`config.mk`:
```
export PLATFORM = sky130hd
export DESIGN_NAME = mult_seq_ctrl
export DESIGN_NICKNAME = d
export VERILOG_FILES = /design/src/rtl/mult_seq_ctrl.sv
export SDC_FILE = /design/constraint.sdc
export NUM_CORES = 1
export LEC_CHECK = 0
export CORE_MARGIN = 2
export CORE_UTILIZATION = 50
export CTS_BUF_LIST = sky130_fd_sc_hd__clkbuf_2
export CTS_CLUSTER_SIZE = 10
export DETAILED_ROUTE_END_ITERATION = 12
export DONT_BUFFER_PORTS = 1
export PLACE_DENSITY = 0.74
export SYNTH_ARGS = -nofsm -noshare
export SYNTH_HDL_FRONTEND = slang
export SYNTH_SLANG_ARGS = --single-unit
```
`constraint.sdc`:
```
create_clock -name clk -period 5.9 [get_ports clk]
set_input_delay 1.77 -clock clk [delete_from_list [all_inputs] [get_ports clk]]
set_output_delay 1.77 -clock clk [all_outputs]
set_load 0.02 [all_outputs]
```
`src/rtl/mult_seq_ctrl.sv`:
```
// Sequencer for the double-precision unsigned multiply program: reads operand pairs,
// multiplies them with a 16-step shift-add datapath and writes big-endian products back.
module mult_seq_ctrl #(
  parameter int NUM_PAIRS = 16,
  parameter int SRC_BASE  = 0,
  parameter int DST_BASE  = 64,
  parameter int AW        = 8
) (
  input  logic          clk,
  input  logic          rst_n,
  input  logic          start,
  output logic          done,
  output logic          busy,
  output logic          own_mem,
  output logic [AW-1:0] mem_addr,
  output logic          mem_wr_en,
  output logic [7:0]    mem_wr_data,
  input  logic [7:0]    mem_rd_data
);

  localparam int KW = $clog2(NUM_PAIRS + 1);

  typedef enum logic [2:0] {IDLE, RD, MUL, WR, DONE} state_t;

  state_t          state;
  logic [KW-1:0]   pair_cnt;
  logic [3:0]      phase;
  logic [23:0]     rd_buf;
  logic [31:0]     acc;
  logic [31:0]     mcand;
  logic [15:0]     mult;
  logic [31:0]     acc_next;
  logic [7:0]      wr_byte;

  function automatic logic [AW-1:0] addr_of(input int base, input logic [KW-1:0] k, input int off);
    return AW'(base + 4 * int'(k) + off);
  endfunction

  always_comb begin
    acc_next = acc;
    if (mult[0]) acc_next = acc + mcand;
  end

  // Byte following the one currently on the write bus; the MSB is launched on WR entry.
  always_comb begin
    wr_byte = acc[7:0];
    case (phase[1:0])
      2'd0:    wr_byte = acc[23:16];
      2'd1:    wr_byte = acc[15:8];
      default: wr_byte = acc[7:0];
    endcase
  end

  always_ff @(posedge clk or negedge rst_n) begin
    if (!rst_n) begin
      state       <= IDLE;
      pair_cnt    <= '0;
      phase       <= '0;
      rd_buf      <= '0;
      acc         <= '0;
      mcand       <= '0;
      mult        <= '0;
      done        <= 1'b0;
      busy        <= 1'b0;
      mem_addr    <= '0;
      mem_wr_en   <= 1'b0;
      mem_wr_data <= '0;
    end else begin
      case (state)
        IDLE, DONE: begin
          if (start) begin
            state    <= RD;
            pair_cnt <= '0;
            phase    <= '0;
            busy     <= 1'b1;
            done     <= 1'b0;
            mem_addr <= addr_of(SRC_BASE, KW'(0), 0);
          end
        end

        // Memory is registered, so each byte lands one cycle after its address.
        RD: begin
          phase <= phase + 4'd1;
          if (phase < 4'd3) mem_addr <= addr_of(SRC_BASE, pair_cnt, int'(phase) + 1);
          if (phase != 4'd0 && phase < 4'd4) rd_buf <= {rd_buf[15:0], mem_rd_data};
          if (phase == 4'd4) begin
            mcand <= {16'h0000, rd_buf[23:8]};
            mult  <= {rd_buf[7:0], mem_rd_data};
            acc   <= '0;
            phase <= '0;
            state <= MUL;
          end
        end

        MUL: begin
          acc   <= acc_next;
          mcand <= mcand << 1;
          mult  <= mult >> 1;
          phase <= phase + 4'd1;
          if (phase == 4'd15) begin
            state       <= WR;
            phase       <= '0;
            mem_wr_en   <= 1'b1;
            mem_addr    <= addr_of(DST_BASE, pair_cnt, 0);
            mem_wr_data <= acc_next[31:24];
          end
        end

        WR: begin
          phase <= phase + 4'd1;
          if (phase < 4'd3) begin
            mem_addr    <= addr_of(DST_BASE, pair_cnt, int'(phase) + 1);
            mem_wr_data <= wr_byte;
          end else begin
            mem_wr_en <= 1'b0;
            phase     <= '0;
            pair_cnt  <= pair_cnt + KW'(1);
            if (int'(pair_cnt) + 1 == NUM_PAIRS) begin
              state <= DONE;
              done  <= 1'b1;
              busy  <= 1'b0;
            end else begin
              state    <= RD;
              mem_addr <= addr_of(SRC_BASE, pair_cnt + KW'(1), 0);
            end
          end
        end

        default: state <= IDLE;
      endcase
    end
  end

  assign own_mem = busy;

endmodule

```
* After elaboration in Yosys (flattened, before gate mapping) *
Cells that the tools add are included.

word-level totals
  memory bits (writable) = 0
  latch bits = 0
  bits in read-only memories = 0
  logic and storage cells = 101
  output and inout bits = 20
  bits in registers = 135
  input port bits = 11
  memories kept = 0

operators by class
  div/mod/pow operators = 0
  multipliers = 0
  reductions and logical operators = 19
  bitwise operators = 0
  shifts and indexed selects = 0
  order comparisons = 2
  add/sub/neg operators = 8
  equal/unequal tests = 17
  muxes and demuxes = 42

operators with widths
  cell                 number
  $pmux 32 s2          2
  $mux 32              3
  $mux 8               7
  $add 32x32->32       1
  $pmux 16 s2          1
  $pmux 8 s2           2
  $pmux 8 s4           1
  $mux 16              1
  $mux 4               4
  $ne 2x2->1 const B   8
  $pmux 4 s4           1
  $mux 3               5
  $pmux 3 s4           1
  $reduce_and 3->1     4
  $mux 5               2
  $pmux 5 s2           1
  $add 7x7->8 const A  1
  $add 8x5->8          1
  $add 8x8->8          1
  $mux 1               8
  $reduce_and 4->1     2
  $reduce_bool 4->1    2
  $add 5x1->6 const B  1
  $eq 3x2->1 const B   2
  other kinds (20)     26

* Logic depth before layout (Yosys ltp) *
Gate-level depths: netlist of run 1.

  depth after elaboration = 5
  depth in mapped cells = 12
  gate-level depth less buffers = 12

* Worst setup path after synthesis of run 1 *
Ideal clock, no wire load.

  kind = input port to flip-flop
  from = input port start
  to = register mem_addr[0]
  cell stages on the path = 5
  path slack = 3235 ps
  data required time = 5782 ps
  buffers on the path = 1
  arrival time = 2547 ps
  library setup time = 118 ps
  path through = nand2_1 o21ai_0 o211ai_1 clkbuf_1 a21o_1

on the way
  cells in the longest elaborated chain, start to end = 2

RTL lines
  element                     RTL line  text
  start, declared             11        input logic start,
  $ne 2x2->1 (no line)        n/a
  $reduce_and 5->1 (no line)  n/a
  end signal, assigned        77        mem_addr <= addr_of(SRC_BASE, KW'(0), 0);
  end signal, assigned        84        if (phase < 4'd3) mem_addr <= addr_of(SRC_BASE, pair_cnt, int'(phase) + 1);
  end signal, assigned        104       mem_addr <= addr_of(DST_BASE, pair_cnt, 0);
  end, declared               15        output logic [AW-1:0] mem_addr,

No other way between the ends.
A chain may end at the register's enable or synchronous reset.

* Worst setup path after layout of run 1 *
  from = register busy
  to = output port own_mem

RTL lines
  element                 RTL line  text
  start, declared         13        output logic busy,
  start signal, assigned  64        busy <= 1'b0;
  start signal, assigned  75        busy <= 1'b1;
  start signal, assigned  121       busy <= 1'b0;
  end, declared           14        output logic own_mem,

No word-level cell between the ends.

==> impl_metrics.env, run 1 <==
export IMPL_grt_max_degree=136
export IMPL_clockRootBuffer="clkbuf_2"
export IMPL_critical_path_startpoint_type="flop"
export IMPL_clk_latency_ps=740
export IMPL_status="completed"
export IMPL_numCtsBuffers=17
export IMPL_yosysSeqAreaShare=0.4451
export IMPL_switching_power_mw=1.843
export IMPL_rsz0062_at_grt="no"
export IMPL_critical_path_class="reg2out"
export IMPL_hpwl_mm=12.16
export IMPL_drt_pass1_iter_count=7
export IMPL_reg2reg_depth=12
export IMPL_finalNonFillerCells=1032
export IMPL_syn_area_um2=7590
export IMPL_gp_congestion=0.9261
export IMPL_startpoint="busy$_DFFE_PN0P_"
export IMPL_pwr_share_clk=0.145
export IMPL_worst_setup_path_end_kind="output port"
export IMPL_min_path_type="reg2reg"
export IMPL_synth_compound_area_share=0.1978
export IMPL_drt_wl_total_mm=17.80
export IMPL_cap_violations=0
export IMPL_grt_pass1_vias=5829
export IMPL_synth_simple_area_share=0.1817
export IMPL_drc=0
export IMPL_crit_end="own_mem"
export IMPL_place_worst_setup_slack_ps=2890
export IMPL_fp_dieArea_um2=16180
export IMPL_cts_hold_buf=0
export IMPL_drive_above_1_share=0.08660
export IMPL_r2r_end="mem_wr_data[4]$_DFFE_PN0P_"
export IMPL_setup_viol=0
export IMPL_max_freq_ghz=0.3192
export IMPL_final_common_cell="dfrtp_1"
export IMPL_cts_path_max_buffers=2
export IMPL_synth_top_area_frac=0.4451
export IMPL_final_antenna_net_count=0
export IMPL_fin_ws_ps=2768
export IMPL_synth_ff_type="dfrtp_1"
export IMPL_rr_startpoint="acc[0]$_DFFE_PN0P_"
export IMPL_synth_fa_ha_area_frac=0.06792
export IMPL_synth_top_cell_by_area="dfrtp_1"
export IMPL_routedWlPerCell_um=17.24
export IMPL_cellLeakagePower_nw=3.678
export IMPL_core_area_um2=15030
export IMPL_worst_hold_slack_ps=528.8
export IMPL_synth_top_family_by_area="compound AO/OA/AOI/OAI gates"
export IMPL_yosysWarningCount=0
export IMPL_cp_required_ps=4130
export IMPL_fin_util=0.5299
export IMPL_grt_ovfl_total=0
export IMPL_slew_viol_final=0
export IMPL_synth_area_mux_share=0.03693
export IMPL_finalPower_mw=4.078
export IMPL_die_h_um=127.2
export IMPL_crit_cells=0
export IMPL_final_cell_mix="dfrtp_1 (135), nand2_1 (128), nor2_1 (91), o21ai_0 (61), a21oi_1 (50)"
export IMPL_finClkSkew_ps=44.46
export IMPL_h_tree_depth=4
export IMPL_worst_pin_slew_ps=1073
export IMPL_synth_edf_count=0
export IMPL_place_area_um2=7709
export IMPL_synth_cells=847
export IMPL_pwr_density_cell_nw_per_um2=511.9
export IMPL_ff2ff_setup_slack_ps=2810
export IMPL_post_cts_buffers=0
export IMPL_drtIter0Drc=554
export IMPL_cp_arrival_ps=1360
export IMPL_area_growth_pct=4.962
export IMPL_cts_clk_slew_worst_paths_ps=240
export IMPL_io_pins=31
export IMPL_syn_nets=898
export IMPL_dp_cells=999
export IMPL_async_flop_share=1.000
export IMPL_cts_tree="yes"
export IMPL_ctsResizeCount=0
export IMPL_fin_setup_tns_ps=0
export IMPL_vias=6187
export IMPL_num_rows=45
export IMPL_p_int_mw=2.235
export IMPL_cts_sink_count=135
export IMPL_post_route_min_period_ps=3132
export IMPL_grt_pass1_wl_mm=29.84
export IMPL_sequentialPowerShare=0.395
export IMPL_synth_area_leaders="dfrtp_1 (45%), nand2_1 (6.4%), ha_1 (6.3%)"
export IMPL_start_util=0.5049
export IMPL_die_w_um=127.2
export IMPL_timing_final_hold_violations=0
export IMPL_syn_avg_cell_area_um2=8.961
export IMPL_finalNetCount=881
export IMPL_ys_ff_latch=135
export IMPL_p_sw_frac=0.4519
export IMPL_fillers=1337
export IMPL_relSlewSlack=0.2849
export IMPL_viasPerCell=5.995
export IMPL_ys_types=67
export IMPL_ir_drop_mv=0.2753
export IMPL_finalCritPeriodShare=0.5309
export IMPL_final_cell_area_um2=7966
export IMPL_power_frac_comb=0.460
export IMPL_portBuffers=0
export IMPL_track_usage=0.2313
export IMPL_synth_xor_area_share=0.03924
export IMPL_grt_antenna_before_repair=1
export IMPL_cp_max_fo=3
registers in the layout, summed over array words and instances, names as in the netlist, 4 cells and up:
name         cells
acc             32
phase            4
rd_buf          24
mem_addr         8
mem_wr_data      8
mult            16
mcand           32
pair_cnt         5
synth_stat cells, types with 5 or more instances:
cell type / instances
nand4_1: 7
o21ai_0: 61
nand3_1: 41
o21bai_1: 5
nand2b_1: 11
xor2_1: 16
a22o_1: 6
clkbuf_1: 28
xnor2_1: 18
a221oi_1: 7
dfrtp_1: 135
a21oi_1: 50
nand2_1: 129
nor2b_1: 5
inv_1: 20
buf_1: 7
ha_1: 38
a31oi_1: 6
o21ai_1: 11
nor3_1: 9
nor2_1: 91
a21o_1: 20
o22ai_1: 34
or3_1: 5
mux2_2: 21
power by group through the flow:
stage	combinational, mW	clock (mW)	sequential [mW]
after global routing	2.11	0.644	1.65
after CTS	1.86	0.600	1.61
after detailed placement	1.85	0	1.63
final	1.88	0.590	1.61
after floorplan	1.55	0	1.49
after global placement	1.80	0	1.62
metal layers:
layer / vias up / routed length, um / global-route usage
met4: 0 / 245 / 0.05947
met2: 166 / 7902 / 0.3359
li1: 2999 / - / -
met3: 29 / 929 / 0.05821
met1: 2993 / 8719 / 0.3474
met5: - / 0 / 0
final cells by class:
type                            instances  area, um2  share of cell area
Clock inverter                         14      165.2             0.02073
Timing Repair Buffer                    4      30.03            0.003769
Tap cell                              188      235.2             0.02953
Antenna cell                            1      2.502           0.0003141
Multi-Input combinational cell        651       3986              0.5004
Clock buffer                           18      90.09             0.01131
Sequential cell                       135       3378              0.4241
Inverter                               21      78.83            0.009895
kinds of logic (layout without fill, tap and decap cells):
kind of cell | Yosys count | in the layout
simple gates | 315 | 315
compound gates | 237 | 237
flops | 135 | 135
buf+inv | 61 | 57
fa+ha+maj | 40 | 40
xor+xnor | 34 | 34
mux | 25 | 25
other cells | 0 | 1
how the worst min path moves through the flow:
| stage | depth (start not counted) | slack [ps] | endpoint | start |
|---|---|---|---|---|
| 5_1_grt | 1 | 560 | rd_buf[7]$_DFFE_PN0P_ | rd_buf[7]$_DFFE_PN0P_ |
| 2_1_floorplan | 2 | 450 | rd_buf[16]$_DFFE_PN0P_ | rd_buf[16]$_DFFE_PN0P_ |
| 3_3_place_gp | 1 | 470 | rd_buf[7]$_DFFE_PN0P_ | rd_buf[7]$_DFFE_PN0P_ |
| 4_1_cts | 1 | 530 | rd_buf[8]$_DFFE_PN0P_ | rd_buf[8]$_DFFE_PN0P_ |
| 3_5_place_dp | 1 | 480 | rd_buf[8]$_DFFE_PN0P_ | rd_buf[8]$_DFFE_PN0P_ |
| 6_report | 1 | 530 | rd_buf[8]$_DFFE_PN0P_ | rd_buf[8]$_DFFE_PN0P_ |
Note: power is estimated with default switching activity, not from simulation.
==> run 2: changes to the inputs <==
Clock period 5.9 ns to 3.1 ns, I/O delays scaled along.
==> run 2 against run 1 <==
Compared with the run above: the run now ends with negative hold slack left; cell count increased by 1.3%; clock power rose by 69%; clock-buffer cell count shrank 1; total power grew 93%; utilization is 0.49 points higher; non-clock buffer count increased by 14; sequential power increased by 89%; sequential share of layout area is 0.39 points lower; worst setup slack lost 2600 ps; largest cell class unchanged; highest routed layer unchanged.
==> impl_metrics.env, run 2 (synthesized netlist as in run 1, its figures left out) <==
export IMPL_drtIter0Drc=528
export IMPL_rr_startpoint="acc[7]$_DFFE_PN0P_"
export IMPL_clockRootBuffer="clkbuf_2"
export IMPL_cp_max_fo=4
export IMPL_post_route_min_period_ps=2940
export IMPL_drc=0
export IMPL_final_cell_area_um2=8040
export IMPL_cts_sink_count=135
export IMPL_pwr_density_cell_nw_per_um2=977.5
export IMPL_timing_final_hold_violations=135
export IMPL_post_cts_buffers=0
export IMPL_worst_hold_slack_ps=-156.9
export IMPL_grt_ovfl_total=0
export IMPL_violations="negative hold slack"
export IMPL_clk_latency_ps=760
export IMPL_fillers=1385
export IMPL_gp_congestion=0.9435
export IMPL_fp_dieArea_um2=16180
export IMPL_vias=6365
export IMPL_cts_tree="yes"
export IMPL_drt_pass1_iter_count=5
export IMPL_reg2reg_depth=10
export IMPL_routedWlPerCell_um=17.83
export IMPL_die_w_um=127.2
export IMPL_final_cell_mix="dfrtp_1 (135), nand2_1 (128), nor2_1 (91), o21ai_0 (61), a21oi_1 (50)"
export IMPL_die_h_um=127.2
export IMPL_fin_util=0.5348
export IMPL_grt_pass1_wl_mm=30.71
export IMPL_critical_path_class="reg2reg"
export IMPL_cellLeakagePower_nw=3.719
export IMPL_drive_above_1_share=0.1028
export IMPL_area_growth_pct=5.935
export IMPL_grt_max_degree=136
export IMPL_io_pins=31
export IMPL_hpwl_mm=12.75
export IMPL_track_usage=0.2388
export IMPL_crit_buf_inv=0
export IMPL_place_area_um2=7814
export IMPL_worst_pin_slew_ps=672.3
export IMPL_critical_path_startpoint_type="flop"
export IMPL_cp_required_ps=3780
export IMPL_multi_input_area_um2=3996
export IMPL_cts_clk_slew_worst_paths_ps=210
export IMPL_max_stage_delay_ps=460
export IMPL_slew_viol_final=0
export IMPL_largestRegisters="acc: 32 flops, mcand: 32 flops, rd_buf: 24 flops"
export IMPL_ir_drop_mv=0.5476
export IMPL_finClkSkew_ps=35.38
export IMPL_cts_path_max_buffers=2
export IMPL_r2r_end="mem_wr_data[5]$_DFFE_PN0P_"
export IMPL_seqCellArea_um2=3378
export IMPL_start_util=0.5049
export IMPL_ff2ff_setup_slack_ps=160
export IMPL_max_freq_ghz=0.3402
export IMPL_finalCritPeriodShare=0.9483
export IMPL_cp_arrival_ps=3620
export IMPL_num_rows=45
export IMPL_setup_viol=0
export IMPL_portBuffers=0
export IMPL_grt_antenna_before_repair=1
export IMPL_relSlewSlack=0.5484
export IMPL_worst_setup_path_end_kind="flop"
export IMPL_cp_top_family="compound AO/OA/AOI/OAI gates"
export IMPL_cap_violations=0
export IMPL_viasPerCell=6.091
export IMPL_final_antenna_net_count=0
export IMPL_h_tree_depth=4
export IMPL_final_common_cell="dfrtp_1"
export IMPL_status="finished, violations left"
export IMPL_core_area_um2=15030
export IMPL_numCtsBuffers=17
export IMPL_grt_pass1_vias=6051
export IMPL_drt_wl_total_mm=18.63
export IMPL_min_path_type="in2async"
export IMPL_finalNetCount=895
export IMPL_cp_slowest_cell="dfrtp_1"
export IMPL_cp_cell_sequence="ha_1, a21o_1, a221oi_1, o22ai_2, a311o_2, a211oi_2, a21oi_1, xor2_1, nand2_1, a41oi_1"
## run 2: metrics by stage
step           TNS (ps)  power (mW)  hold WS (ps)  cells  setup slack, ps
2_1_floorplan         0       5.788         450.6    847            547.6
3_3_place_gp          0       6.706         476.7   1013            314.2
3_5_place_dp          0       6.795         486.5   1013            228.3
4_1_cts               0       7.785        -205.1   1044            153.9
5_1_grt          -6.036       8.460        -229.2   1045           -6.036
6_report              0       7.859        -156.9   1045            160.4
## run 2: routing by layer
| layer | part of all wire | GRT usage | vias to the layer above |
|---|---|---|---|
| met5 | 0 | 0 | - |
| met4 | 0.019 | 0.08339 | 0 |
| met3 | 0.064 | 0.05695 | 33 |
| met2 | 0.45 | 0.3507 | 216 |
| met1 | 0.47 | 0.3477 | 3089 |
| li1 | - | - | 3027 |
## run 2: how the worst max path moves through the flow
stage,start,cells past startpoint,end
after floorplan,acc[7]$_DFFE_PN0P_,10,mem_wr_data[5]$_DFFE_PN0P_
after global placement,acc[19]$_DFFE_PN0P_,9,mem_wr_data[7]$_DFFE_PN0P_
after detailed placement,acc[0]$_DFFE_PN0P_,12,mem_wr_data[6]$_DFFE_PN0P_
after CTS,acc[0]$_DFFE_PN0P_,12,mem_wr_data[6]$_DFFE_PN0P_
after global routing,mcand[0]$_DFFE_PN0P_,12,mem_wr_data[4]$_DFFE_PN0P_
final,acc[7]$_DFFE_PN0P_,10,mem_wr_data[5]$_DFFE_PN0P_
## run 2: area by class of cell
class | instances | share of cell area
Antenna cell | 1 | 0.0003112
Clock buffer | 17 | 0.01058
Clock inverter | 14 | 0.01603
Inverter | 21 | 0.009804
Multi-Input combinational cell | 651 | 0.4970
Sequential cell | 135 | 0.4202
Tap cell | 188 | 0.02926
Timing Repair Buffer | 18 | 0.01681
## run 2: where the power goes
part	switching, mW	internal, mW	leakage [nW]
clock network	0.707	0.292	0.127
logic	2.23	1.58	1.91
registers	0.666	2.38	1.68
total	3.61	4.25	3.72
## run 2: repair_timing
| action | CTS | global route |
|---|---|---|
| hold endpoints to repair | 135 | 135 |
| gates resized for setup | 0 | 2 |
| setup endpoints to repair | 0 | 4 |
==> run 3: changes to the inputs <==
Settings changed: ABC_AREA set to 1, CORE_UTILIZATION 50 to 35, PLACE_DENSITY 0.74 to 0.58.
==> run 3 against run 2 <==
Compared with the run above: the run still ends with negative hold slack left; sequential share of layout area shrank 3.7 points; combinational power grew 47%; non-clock buffer count shrank 12.
==> impl_metrics.env, run 3 <==
export IMPL_status="finished, violations left"
export IMPL_violations="negative hold slack"
export IMPL_fin_setup_tns_ps=0
export IMPL_pwr_density_cell_nw_per_um2=1128
export IMPL_io_pins=31
export IMPL_min_path_type="in2async"
export IMPL_synth_top_cell_by_area="dfrtp_1"
export IMPL_cts_clk_slew_worst_paths_ps=260
export IMPL_die_h_um=157.0
export IMPL_synth_most_common_cell="nand2_1"
export IMPL_ys_types=42
export IMPL_async_flop_share=1.000
export IMPL_area_growth_pct=7.515
export IMPL_ir_drop_mv=0.4246
export IMPL_cap_violations=0
export IMPL_rr_startpoint="phase[0]$_DFFE_PN0P_"
export IMPL_track_usage=0.1858
export IMPL_cp_slowest_cell="dfrtp_1"
export IMPL_startpoint="phase[0]$_DFFE_PN0P_"
export IMPL_critical_path_class="reg2reg"
export IMPL_clk_latency_ps=740
export IMPL_final_antenna_net_count=0
export IMPL_drt_wl_total_mm=21.64
export IMPL_p_int_mw=4.714
export IMPL_viasPerCell=4.833
export IMPL_grt_ovfl_total=0
export IMPL_synth_area_leaders="dfrtp_1 (41%), nand2_1 (15%), inv_1 (8.2%)"
export IMPL_critical_path_startpoint_type="flop"
export IMPL_synth_cells=1130
export IMPL_numCtsBuffers=17
export IMPL_cts_sink_count=135
export IMPL_worst_pin_slew_ps=974.7
export IMPL_cellLeakagePower_nw=4.541
export IMPL_finClkSkew_ps=48.27
export IMPL_worst_setup_path_end_kind="flop"
export IMPL_max_stage_delay_ps=470
export IMPL_setup_viol=0
export IMPL_ys_ff_latch=135
export IMPL_cp_max_fo=28
export IMPL_cp_arrival_ps=3250
export IMPL_synth_edf_count=0
export IMPL_timing_final_hold_violations=135
export IMPL_grt_max_degree=136
export IMPL_drc=0
export IMPL_syn_avg_cell_area_um2=7.249
export IMPL_pwr_share_clk=0.125
export IMPL_max_freq_ghz=0.3831
export IMPL_post_cts_buffers=0
export IMPL_clockRootBuffer="clkbuf_2"
export IMPL_h_tree_depth=4
export IMPL_hpwl_mm=16.02
export IMPL_worst_hold_slack_ps=-168.4
export IMPL_yosysSeqAreaShare=0.4124
export IMPL_cpMostUsedCell="inv_2"
export IMPL_final_common_cell="nand2_1"
export IMPL_syn_nets=1181
export IMPL_grt_antenna_before_repair=1
export IMPL_cp_required_ps=3740
export IMPL_gp_congestion=0.8978
export IMPL_sequentialPowerShare=0.312
export IMPL_grt_pass1_wl_mm=35.81
export IMPL_slew_viol_final=0
export IMPL_finalCritPeriodShare=0.8421
export IMPL_cts_path_max_buffers=2
export IMPL_die_w_um=157.0
export IMPL_cts_tree="yes"
export IMPL_start_util=0.3596
export IMPL_fp_dieArea_um2=24640
export IMPL_drive_above_1_share=0.07268
export IMPL_vias=7037
export IMPL_yosysWarningCount=0
export IMPL_routedWlPerCell_um=14.86
export IMPL_rsz0062_at_grt="no"
export IMPL_fin_ws_ps=489.6
export IMPL_drt_pass1_iter_count=7
export IMPL_synth_ff_type="dfrtp_1"
export IMPL_cp_cell_sequence="inv_1, ha_1, inv_2, nor3_1, nand2_1, inv_2, nor2_4, inv_2, buf_4, nor2_1, nor2_1"
export IMPL_drtIter0Drc=477
export IMPL_switching_power_mw=5.222
export IMPL_portBuffers=0
export IMPL_num_rows=55
export IMPL_syn_area_um2=8192
export IMPL_p_sw_frac=0.5255
export IMPL_largestRegisters="acc: 32 flops, mcand: 32 flops, rd_buf: 24 flops"
export IMPL_grt_pass1_vias=6961
export IMPL_relSlewSlack=0.3458
export IMPL_place_worst_setup_slack_ps=115.8
export IMPL_synth_common_cells="nand2_1 (323), inv_1 (180), dfrtp_1 (135)"
export IMPL_synth_top_area_frac=0.4124
export IMPL_power_frac_comb=0.563
export IMPL_core_area_um2=22780
export IMPL_finalNetCount=1180
export IMPL_post_route_min_period_ps=2610
export IMPL_final_cell_mix="nand2_1 (323), inv_1 (180), dfrtp_1 (135), nor2_1 (111), a21oi_1 (69)"
==> run 3: power groups by stage <==
stage,Combinational [mW],Clock (mW),Sequential (mW)
4_1_cts,5.56,1.28,3.10
3_5_place_dp,5.54,0,3.13
5_1_grt,6.40,1.36,3.19
6_report,5.59,1.25,3.10
2_1_floorplan,4.26,0,2.93
3_3_place_gp,5.48,0,3.13
==> run 3: cell type report <==
| cell class | count | area, um2 |
|---|---|---|
| Multi-Input combinational cell | 779 | 3989 |
| Inverter | 190 | 713.2 |
| Clock inverter | 15 | 202.7 |
| Timing Repair Buffer | 6 | 45.04 |
| Clock buffer | 17 | 85.08 |
| Antenna cell | 1 | 2.502 |
| Fill cell | 2393 | 13970 |
| Tap cell | 313 | 391.6 |
| Sequential cell | 135 | 3378 |
==> run 3: worst paths after layout <==
| check | to | slack [ps] | cells past startpoint |
|---|---|---|---|
| worst max-delay path | mcand[8]$_DFFE_PN0P_ | 490 | 11 |
| max in group asynchronous | mcand[19]$_DFFE_PN0P_ | 3040 | 0 |
| worst min-delay path | acc[0]$_DFFE_PN0P_ | -170 | 0 |
| min in group clk | rd_buf[7]$_DFFE_PN0P_ | 300 | 2 |
| worst min register to register | rd_buf[17]$_DFFE_PN0P_ | 520 | 2 |
| worst max register to register | mcand[8]$_DFFE_PN0P_ | 490 | 11 |
==> run 3: kinds of logic (layout without fill, tap and decap cells) <==
| family | Yosys count | after routing | synth area share |
|---|---|---|---|
| compound gates | 214 | 214 | 0.1532 |
| other cells | 0 | 1 | 0 |
| mux | 8 | 8 | 0.01100 |
| xor+xnor | 9 | 9 | 0.009622 |
| flops | 135 | 135 | 0.4124 |
| simple gates | 508 | 508 | 0.2496 |
| fa+ha+maj | 40 | 40 | 0.06293 |
| buf+inv | 216 | 228 | 0.1013 |
==> run 3: worst max-delay path, delay by kind of cell (launching register included) <==
kind	cells	cell delay (ps)
adder cells (fa/ha/maj)	1	260
buffers and inverters	5	1030
flip-flops	1	470
AND/OR/NAND/NOR	5	760
==> run 3: routing by layer <==
| layer | routed length, um | vias up | GRT usage |
|---|---|---|---|
| met1 | 10560 | 3284 | 0.2536 |
| met5 | 0 | - | 0 |
| met3 | 806 | 14 | 0.03717 |
| met4 | 240 | 0 | 0.04500 |
| li1 | - | 3623 | - |
| met2 | 10030 | 116 | 0.3035 |
==> run 3: per-stage QoR <==
step	instances	total power [mW]	utilization	instance area, um2
CTS	1455	9.945	0.3863	8800
detailed placement	1423	8.672	0.3737	8512
finish	1456	9.936	0.3867	8807
floorplan	1130	7.193	-	8192
global placement	1423	8.612	0.3737	8512
global route	1456	10.95	0.3867	8807
==> run 3: repair_timing <==
item,in CTS,in global routing
endpoints found under the setup margin,0,12
resized for setup,0,1
endpoints found under the hold margin,135,135
==> edit 1: new RTL, flow settings as in run 3 <==
`AW`: 8 -> 9.
--- a/src/rtl/mult_seq_ctrl.sv
+++ b/src/rtl/mult_seq_ctrl.sv
@@ -4,7 +4,7 @@
   parameter int NUM_PAIRS = 16,
   parameter int SRC_BASE  = 0,
   parameter int DST_BASE  = 64,
-  parameter int AW        = 8
+  parameter int AW        = 9
 ) (
   input  logic          clk,
   input  logic          rst_n,
Ports: changed (resized mem_addr); port bits go from 31 to 32. No check against the original RTL was run, so the function may have changed too.
==> edit 1 against run 3 <==
- the run still ends with hold timing left
- routed wire length shrank 2.9%
- total power up 0.88%
- combinational power up 3%
- final area down 0.34%
- sequential cell count did not move
- area after synthesis stayed put
- critical endpoint is now mult[1]
- maximum frequency up 0.79%
- global-route usage is 0.43 points lower
- setup slack gained 0.020 ns
==> edit 1: results (changes against run 3) <==
stage;metric;value;unit;change
cts;H-tree lvl count;4;;unchanged
power_and_ir_drop;leakage power;0.00464;uW;+2.2%
cells_and_area;area occupied by multi-input gates;0.00397;mm2;-0.41%
cells_and_area;Final Instance Area;0.00878;mm2;-0.34%
logic_synthesis;Post-synth top flop;dfrtp_1;;
cells_and_area;FFs & Latches;135;;unchanged
placement;placed instance count;1421;;-0.14%
cts;clock-pin slew on the worst setup and hold paths;0.34;ns;+0.08 ns
routing;drt pass-1 iters;5;;-2
cells_and_area;diode count;0;;-1
cells_and_area;ratio of cells with drive above 1 in the final layout;6.05;%;-1.2 points
cts;worst-skew pair later-pin latency;0.80;ns;+0.06 ns
routing;top sig layer;met4;;
routing;Post-Route WL;21000;um;-2.9%
placement;HPWL after DPL;15600;um;-2.5%
placement;pre-CTS setup slack;0.0845;ns;-0.0313 ns
cells_and_area;#MultiIn Comb;779;;unchanged
routing;DR vias/cell;4.78;;-1.1%
cells_and_area;clock-cell share of area;3.24;%;-0.032 points
placement;RePlAce Congestion;0.917;;+2.1%
logic_synthesis;most instantiated cells after synthesis;nand2_1, inv_1, dfrtp_1, nor2_1, a21oi_1;;
global_routing;largest net degree at the start of global routing;136;;unchanged
routing;met2 wire len;9460;um;-5.7%
cells_and_area;Fill cells;2407;;+0.59%
placement;area of placed instances;0.00849;mm2;-0.28%
global_routing;All-Layer GR Usage;18.2;%;-0.43 points
routing;met1 WL;10500;um;-1.0%
logic_synthesis;Netlist cell types;44;;+4.8%
global_routing;first-pass GRT wire length;35200;um;-1.6%
cells_and_area;Final Net Count;1178;;-0.17%
logic_synthesis;mux contribution to synthesized area;0.962;%;-0.14 points
routing;drt initial violations;451;;-5.5%
cells_and_area;signal buffers share of area;0.513;%;+0.0017 points
logic_synthesis;post-synthesis compound-gate area fraction;14.0;%;-1.3 points
global_routing;initial antenna violation count;0;;-1
worst_setup_path;critical path peak fanout;22;;-21%
logic_synthesis;mean area per synthesized cell;7.24;um2;about the same
cells_and_area;invs w/o clock;188;;-1.1%
sta;Final Hold Fails;135;;unchanged
logic_synthesis;synth top area cells;dfrtp_1, nand2_1, inv_1;;
routing;met3 WL;665;um;-17%
placement;PortBufs;0;;unchanged
sta;Setup Skew;0.0767;ns;+0.0285 ns
logic_synthesis;Synth Area in Adders;6.29;%;unchanged
status;status;finished, violations left;;
global_routing;met2 usage;29.2;%;-1.2 points
global_routing;vias in the first global route;6943;;-0.26%
status;failing checks;hold timing;;
logic_synthesis;XOR/XNOR Fraction of Synth Area;1.39;%;+0.43 points
sta;worst hold slack;-0.219;ns;-0.0507 ns
worst_setup_path;cell family with most CP delay;buffers and inverters;;
global_routing;GRT met3 Usage;3.19;%;-0.52 points
sta;headroom to the max-slew limit;56.0;%;+21 points
power_and_ir_drop;VDD IR-drop max;487;uV;+15%
cells_and_area;Final Non-Filler Cells;1453;;-0.21%
global_routing;global routing usage on met1;25.1;%;-0.30 points
==> edit 1: changes by cell type after synthesis, moves of 6 or more <==
cell            run 3  this run
nand2_1           323       335
o21ai_0            58        50
o21ai_2             8         1
a21oi_1            69        63
==> edit 1: worst paths after layout <==
kind	to	slack, ns	cells after the start
worst max-delay path	mult[1]	0.51	11
worst min register to register	rd_buf[19]	0.52	2
max in group asynchronous	acc[0]	3.06	0
min in group clk	rd_buf[5]	0.24	1
worst max register to register	mult[1]	0.51	11
worst min-delay path	rd_buf[13]	-0.22	0
==> edit 1: repair_timing <==
action,4_1_cts,5_1_grt
setup endpoints to repair,0,20
buffers inserted,0,0
resized for setup,0,1
endpoints found under the hold margin,135,135
==> edit 1: power by group <==
group / leakage [uW] / switching, uW / total (uW) / internal (uW)
Clock: 0.000162 / 886 / 1180 / 294
Combinational: 0.00283 / 3880 / 5760 / 1890
Sequential: 0.00165 / 614 / 3080 / 2460
==> edit 2: new RTL, flow settings as in run 3 <==
Without the edit above. Encoding of `state_t`: now one-hot (5 bits for 5 states).
--- a/src/rtl/mult_seq_ctrl.sv
+++ b/src/rtl/mult_seq_ctrl.sv
@@ -20,7 +20,7 @@
 
   localparam int KW = $clog2(NUM_PAIRS + 1);
 
-  typedef enum logic [2:0] {IDLE, RD, MUL, WR, DONE} state_t;
+  typedef enum logic [4:0] {IDLE = 5'b00001, RD = 5'b00010, MUL = 5'b00100, WR = 5'b01000, DONE = 5'b10000} state_t;
 
   state_t          state;
   logic [KW-1:0]   pair_cnt;
Behaviour: same outputs for any inputs over 10 cycles, from zero or initial values and one cycle with rst_n low; not proved beyond that.
==> edit 2 against run 3 <==
- the flow still finishes with violations (hold timing)
- final area increased by 2.5%
- routed wire length rose by 0.24%
- largest cell class unchanged
- non-clock buffer count rose by 1
- maximum frequency up 3.8%
- worst hold slack better by 0.033 ns
- setup slack improved by 0.095 ns
- synthesized cell count up 3.7%
- sequential cell count up 2
- highest routed layer unchanged
- area after synthesis increased by 3.3%
Power is not compared: it rests on default switching activity, and its combinational part moved more than twofold at a synthesized area within 25%.
==> edit 2: results (changes against run 3) <==
stage;metric;value;unit;change
cells_and_area;diode count;0;;-1
global_routing;largest net degree at the start of global routing;138;;+1.5%
sta;Final Hold Fails;136;;+0.74%
power_and_ir_drop;VDD IR-drop max;458;uV;
logic_synthesis;Netlist cell types;44;;+4.8%
placement;HPWL after DPL;16500;um;+2.9%
routing;DR vias/cell;4.88;;+1.0%
worst_setup_path;critical path peak fanout;18;;-36%
sta;worst hold slack;-0.136;ns;+0.0326 ns
placement;RePlAce Congestion;0.893;;-0.53%
status;status;finished, violations left;;
cells_and_area;Fill cells;2521;;+5.3%
worst_setup_path;RR Startpoint;state[1];;
logic_synthesis;synth top area cells;dfrtp_1, nand2_1, inv_1;;
worst_setup_path;r2r endpoint;acc[7];;
logic_synthesis;Seq/Total Area, Yosys;40.5;%;-0.70 points
sta;Setup Skew;0.0291;ns;-0.0192 ns
cells_and_area;ratio of cells with drive above 1 in the final layout;6.17;%;-1.1 points
global_routing;All-Layer GR Usage;17.6;%;-0.94 points
global_routing;first-pass GRT wire length;36200;um;+1.0%
worst_setup_path;Crit path arrival time;3.12;ns;-0.13 ns
worst_setup_path;critical path's slowest cell;nor2_2;;
routing;drt wl/cell;14.4;um;-2.8%
global_routing;initial antenna violation count;0;;-1
status;failing checks;hold timing;;
cts;clock-pin slew on the worst setup and hold paths;0.21;ns;-0.05 ns
logic_synthesis;most instantiated cells after synthesis;nand2_1, inv_1, dfrtp_1, nor2_1, o21ai_0;;
routing;drt initial violations;473;;-0.84%
power_and_ir_drop;leakage power;0.00472;uW;
logic_synthesis;post-synth net total;1223;;+3.6%
cts;Post-CTS Setup Inserts;0;;unchanged
cts;worst-skew pair later-pin latency;0.73;ns;
worst_setup_path;Reg2Reg Depth;7;;-4
hold_path;Hold WC Path Type;input pin to async pin;;
routing;drt pass-1 iters;5;;-2
sta;headroom to the max-slew limit;34.2;%;-0.40 points
worst_setup_path;R2R Setup Slk;0.58;ns;+0.10 ns
global_routing;vias in the first global route;7044;;+1.2%
logic_synthesis;ys async rst share;100;%;unchanged
[edit 2: critical path, delay by kind of cell (launching register included)]
kind / cells / cell delay [ns]
simple gates: 4 / 1.32
buf+inv: 2 / 0.56
flops: 1 / 0.44
compound gates: 1 / 0.10
[edit 2: how the worst max path moves through the flow]
stage	to	from	slack [ns]
finish	acc[7]	state[1]	0.58
global route	mcand[13]	state[1]	0.32
CTS	acc[0]	state[1]	0.60
detailed placement	acc[5]	state[1]	0.61
global placement	acc[14]	state[1]	0.71
floorplan	mem_addr[6]	phase[0]	0.95
[edit 2: area by class of cell]
cell class	instances	area [um2]	share of cell area (%)
multi-input combinational	793	4080	45.2
clock inverter	15	175	1.94
sequential	137	3430	38.0
inverter	214	806	8.92
timing repair buffer	7	52.6	0.582
tap	319	399	4.42
clock buffer	17	85.1	0.942
[edit 2: metrics by stage]
stage	hold WS, ns	utilization, %	instance area, um2	worst slack (ns)	instances
3_3_place_gp	0.479	37.1	8770	0.709	1470
2_1_floorplan	0.454	-	8460	0.947	1172
4_1_cts	-0.224	38.2	9030	0.600	1502
3_5_place_dp	0.484	37.1	8770	0.614	1470
6_report	-0.136	38.2	9030	0.585	1502
5_1_grt	-0.235	38.2	9030	0.320	1502
[edit 2: metal layers]
metal	routed length, um	part of all wire, %	up-vias	track usage, %
met5	0	0	-	0
li1	-	-	3740	-
met4	347	1.6	0	4.83
met2	9670	45	166	27.7
met3	1100	5.1	22	3.31
met1	10600	49	3405	24.9
[edit 2: kinds of logic after synthesis]
kind of cell	Yosys count	synth area share, %
AOI/OAI and AO/OA	205	14.0
muxes	20	2.66
DFF	137	40.5
buffers and inverters	242	11.2
and+or+nand+nor	519	24.6
xor gates and xnor gates	9	0.932
adders and majority gates	40	6.09
[edit 2: report_power, final]
part / switching [uW] / leakage [uW] / internal (uW) / total, uW
clock network: 706 / 0.000140 / 451 / 1160
registers: 380 / 0.00182 / 2260 / 2640
logic: 1410 / 0.00276 / 690 / 2100
total: 2490 / 0.00472 / 3400 / 5900
